--- src/rtl/alu_arbiter.sv ---
// Two-requester front end for one shared ALU: round-robin grant in IDLE, one op in flight.
// Latency: accept at edge N -> response valid in cycle N+2; a response stalls in RESP until consumed.
module alu_arbiter #(
  parameter int XLEN = 64
) (
  input  logic            clk,
  input  logic            rst,

  input  logic            req0_valid,
  output logic            req0_ready,
  input  logic [XLEN-1:0] req0_a,
  input  logic [XLEN-1:0] req0_b,
  input  logic [2:0]      req0_funct3,
  input  logic [6:0]      req0_funct7,
  output logic            rsp0_valid,
  input  logic            rsp0_ready,
  output logic [XLEN-1:0] rsp0_result,
  output logic            rsp0_zero,

  input  logic            req1_valid,
  output logic            req1_ready,
  input  logic [XLEN-1:0] req1_a,
  input  logic [XLEN-1:0] req1_b,
  input  logic [2:0]      req1_funct3,
  input  logic [6:0]      req1_funct7,
  output logic            rsp1_valid,
  input  logic            rsp1_ready,
  output logic [XLEN-1:0] rsp1_result,
  output logic            rsp1_zero,

  output logic [XLEN-1:0] alu_a,
  output logic [XLEN-1:0] alu_b,
  output logic [2:0]      alu_funct3,
  output logic [6:0]      alu_funct7,
  input  logic [XLEN-1:0] alu_result,
  input  logic            alu_zero,

  output logic            busy
);

  typedef enum logic [1:0] {
    IDLE = 2'd0,
    EXEC = 2'd1,
    RESP = 2'd2
  } state_t;

  state_t          r_state;
  logic            r_last;
  logic            r_gnt;
  logic [XLEN-1:0] r_a;
  logic [XLEN-1:0] r_b;
  logic [2:0]      r_funct3;
  logic [6:0]      r_funct7;
  logic [XLEN-1:0] r_result;
  logic            r_zero;

  logic            w_idle;
  logic            w_gnt;
  logic            w_accept;
  logic            w_done;
  logic [XLEN-1:0] w_a;
  logic [XLEN-1:0] w_b;
  logic [2:0]      w_funct3;
  logic [6:0]      w_funct7;

  assign w_idle = (r_state == IDLE);

  // On a tie the requester that did not complete last wins; otherwise whoever is asking.
  always_comb begin
    w_gnt = 1'b0;
    if (req0_valid && req1_valid) begin
      w_gnt = ~r_last;
    end else if (req1_valid) begin
      w_gnt = 1'b1;
    end
  end

  assign req0_ready = w_idle & req0_valid & ~w_gnt;
  assign req1_ready = w_idle & req1_valid & w_gnt;
  assign w_accept   = req0_ready | req1_ready;

  assign w_a      = w_gnt ? req1_a      : req0_a;
  assign w_b      = w_gnt ? req1_b      : req0_b;
  assign w_funct3 = w_gnt ? req1_funct3 : req0_funct3;
  assign w_funct7 = w_gnt ? req1_funct7 : req0_funct7;

  assign rsp0_valid  = (r_state == RESP) & ~r_gnt;
  assign rsp1_valid  = (r_state == RESP) & r_gnt;
  assign rsp0_result = r_result;
  assign rsp1_result = r_result;
  assign rsp0_zero   = r_zero;
  assign rsp1_zero   = r_zero;
  assign w_done      = (rsp0_valid & rsp0_ready) | (rsp1_valid & rsp1_ready);

  assign alu_a      = r_a;
  assign alu_b      = r_b;
  assign alu_funct3 = r_funct3;
  assign alu_funct7 = r_funct7;

  assign busy = ~w_idle;

  always_ff @(posedge clk) begin
    if (rst) begin
      r_state  <= IDLE;
      r_last   <= 1'b1;
      r_gnt    <= 1'b0;
      r_a      <= '0;
      r_b      <= '0;
      r_funct3 <= '0;
      r_funct7 <= '0;
      r_result <= '0;
      r_zero   <= 1'b0;
    end else begin
      case (r_state)
        IDLE: begin
          if (w_accept) begin
            r_a      <= w_a;
            r_b      <= w_b;
            r_funct3 <= w_funct3;
            r_funct7 <= w_funct7;
            r_gnt    <= w_gnt;
            r_state  <= EXEC;
          end
        end
        EXEC: begin
          r_result <= alu_result;
          r_zero   <= alu_zero;
          r_state  <= RESP;
        end
        RESP: begin
          // Pointer moves only on completion so an aborted op does not disturb fairness.
          if (w_done) begin
            r_last  <= r_gnt;
            r_state <= IDLE;
          end
        end
        default: r_state <= IDLE;
      endcase
    end
  end

endmodule

--- config.mk ---
export PLATFORM = sky130hd
export DESIGN_NAME = alu_arbiter
export DESIGN_NICKNAME = d
export VERILOG_FILES = /design/src/rtl/alu_arbiter.sv
export SDC_FILE = /design/constraint.sdc
export NUM_CORES = 1
export LEC_CHECK = 0
export ABC_AREA = 1
export BUFFER_PORTS_ARGS = -buffer_cell sky130_fd_sc_hd__buf_2
export CORE_AREA = 3 3 238 240
export DETAILED_ROUTE_END_ITERATION = 16
export DIE_AREA = 0 0 241 243
export GPL_ROUTABILITY_DRIVEN = 1
export PLACE_DENSITY = 0.43
export SYNTH_ARGS = -nofsm -noshare
export SYNTH_HDL_FRONTEND = slang
export SYNTH_SLANG_ARGS = --single-unit
--- constraint.sdc ---
create_clock -name clk -period 1.83 [get_ports clk]
set_input_delay 0.183 -clock clk [delete_from_list [all_inputs] [get_ports clk]]
set_output_delay 0.183 -clock clk [all_outputs]
set_load 0.03 [all_outputs]
==> impl_metrics.csv <==
group,metric,value,unit
routing,ant_nets,0,
place,gp_congestion,0.888,
final_layout,final_cell_area,17800,sq um
yosys,synthCells,1728,
routing,wl,53800,microns
clock_network,cts_buffers,26,
yosys,yosysWarnings,0,
final_layout,nets,2831,
die,dieHeight,243,microns
place,dpl_cell_area,14200,sq um
routing,dr.pass1.iters,5,
pwr,design_power_total,16.3,mW
clock_network,cts-root-buf,"clkbuf_16",
yosys,yosys-top-cells-area,"dfxtp_1, nand2_1, nor2_1",
timing,rsz0062_at_grt,"yes",
clock_network,path_clk_slew,0.06,ns
setup_path,arrival,2.20,ns
clock_network,clk_latency,0.54,ns
clock_network,cts.htree.levels,1,
die,rows,86,
final_layout,final_layout_size_suffix_gt1_share,29.1,%
pwr,ir_worst_vdd,0.000691,V
setup_path,endpoint,"alu_b[36]$_SDFFE_PP0P_",
setup_path,r2r_end,"alu_b[36]$_SDFFE_PP0P_",
pwr,p_per_area,914,nW/um^2
place,io_buffers,619,
die,ios,620,
min_path,hold_path_class,"input port to flop",
timing,skew,0.00762,ns
global_routing,antenna_found_initial,7,
die,die_area,58600,sq um
final_layout,syn_to_final_growth,65.7,%
yosys,seq_area_frac_synth,38.6,%
job,maxCapViolCount,0,
timing,worst_pin_slew,0.381,ns
status,status,"completed",
yosys,yosys.area.top_type,"dfxtp_1",
yosys,synth_nets,2075,
timing,setup_violations,0,
yosys,synth.ff_latch_count,207,
setup_path,rrSetupSlack,0.07,ns
routing,wl_per_cell,16.8,microns
routing,vias_per_cell,4.19,
clock_network,cts_buffer_depth,3,
pwr,p_leak,9.77,nW
yosys,syn_avg_cell_area,6.22,sq um
timing,period_share,96.4,%
timing,clock.fmax,567,MHz
setup_path,cp_max_fo,18,
timing,max_slew_margin,74.6,%
setup_path,rr_startpoint,"r_last$_SDFFE_PP1P_",
clock_network,cts_tree,"done",
final_layout,n_fill_cell,6002,
setup_path,cp.required,2.27,ns
routing,first_iter_violations,499,
setup_path,end_kind,"flop",
timing,finalCriticalPeriod,1.76,ns
global_routing,gr-usage-all-layers,16.9,%
routing,num_vias,13500,
die,core,54900,sq um
clock_network,cts.sinks,207,
die,die_w,241,microns
routing,drc,0,
setup_path,r2r_cells,8,
global_routing,grt_overflow_total,0,
global_routing,first_global_vias,13300,
setup_path,critical_path_class,"flop to flop",
global_routing,grt_pass1_wl,76900,microns
global_routing,grt_max_degree,76,
timing,slew_violations,0,
die,start_util,19.6,%
yosys,synth_top_cell_area_share,38.6,%
yosys,syn_area,10700,sq um
timing,finalHoldViolations,0,
setup_path,critPathLaunch,"r_last$_SDFFE_PP1P_",
yosys,synth.distinct_cells,15,
setup_path,start_kind,"flop",
place,dp_hpwl,37900,microns
-- synth_stat cells (all sizes together) --
cell type	n
a21oi	3
inv	144
dfxtp	207
nand3	280
nand4	1
clkbuf	46
buf	146
o21ai	66
nand2	424
nor2	411
-- layout by cell type (no fill, tap or decap), types with 2 or more instances in the layout --
master,n
buf_2,615
nand2_1,419
nor2_1,408
nand3_1,278
dlygate4sd3_1,242
dfxtp_1,206
inv_1,142
o21ai_0,54
buf_4,35
clkbuf_16,28
buf_12,15
o21ai_1,12
clkbuf_1,9
clkbuf_8,7
diode_2,4
bufbuf_16,4
nand2_8,3
nand2_4,3
buf_16,3
nor2_4,2
a21oi_1,2
bufinv_16,2
buf_6,2
-- layer usage --
metal | up-vias | routed length (microns) | global-route usage [%]
li1 | 6771 | - | -
met1 | 6013 | 21100 | 18.6
met2 | 576 | 26500 | 30.9
met3 | 97 | 3950 | 3.98
met4 | 2 | 2240 | 7.10
met5 | - | 13 | 0
-- timing repair --
| item | 4_1_cts | 5_1_grt |
|---|---|---|
| endpoints found under the setup margin | 2 | 82 |
| hold buffers | 242 | 0 |
| gates resized for setup | 9 | 11 |
| setup buffers | 5 | 5 |
| cloned | 4 | 2 |
| pin swaps | 3 | 2 |
| hold endpoints to repair | 190 | 0 |
-- layout make-up --
type	instances	area, sq um	area share, %
antenna	4	10.0	0.0562
clock buffer	43	806	4.53
clock inverter	3	65.1	0.365
inverter	144	546	3.06
multi-input combinational	1186	5000	28.1
sequential	207	4150	23.3
tap	704	881	4.95
timing repair buffer	919	6350	35.6
-- worst max-delay path: stages (launching register included) --
cell and delay [ns]:
dfxtp_4 0.36, nand2_8 0.10, nand2_4 0.12, buf_12 0.19, nand2_1 0.09, nand2_1 0.05
dlygate4sd3_1 0.55, nor2_1 0.11, nor2_1 0.05
-- power by group --
part	internal [mW]	leakage [nW]	switching, mW
clock	3.25	0.426	2.02
combinational	2.01	7.63	3.62
sequential	5.05	1.71	0.322
-- metrics by stage --
step	hold slack [ns]	setup TNS [ns]	worst slack [ns]	std cells	utilization [%]
2_1_floorplan	0.252	0	0.263	1728	-
3_3_place_gp	0.404	0	0.144	2902	25.8
3_5_place_dp	0.409	0	0.122	2902	25.8
4_1_cts	0.000383	0	0.00286	3199	32.2
5_1_grt	0.0305	-0.0245	-0.0156	3208	32.4
6_report	0.0235	0	0.0652	3210	32.4
-- flip-flops by register name, summed over array words and instances, names as in the netlist, 2 cells and up --
signal       cells
r_state          2
alu_funct3       3
alu_b           64
rsp0_result     64
alu_a           64
alu_funct7       7
-- cells by family after synthesis --
group           after synthesis  share of synthesized area [%]
buf+inv                     336                           15.9
compound gates               69                           3.21
simple gates               1116                           42.3
flops                       207                           38.6
-- worst min-delay path by stage --
stage,cells after the start,end,slack (ns),startpoint
after global routing,5,alu_a[24]$_SDFFE_PP0P_,0.03,req1_a[24]
after detailed placement,3,rsp0_result[59]$_SDFFE_PP0N_,0.41,alu_result[59]
after floorplan,1,r_gnt$_SDFFE_PP0P_,0.25,rst
after global placement,3,rsp0_result[40]$_SDFFE_PP0N_,0.40,alu_result[40]
after CTS,5,alu_b[40]$_SDFFE_PP0P_,0.0004,req1_b[40]
final,5,alu_b[39]$_SDFFE_PP0P_,0.02,req0_b[39]
(Power assumes the default switching activity.)
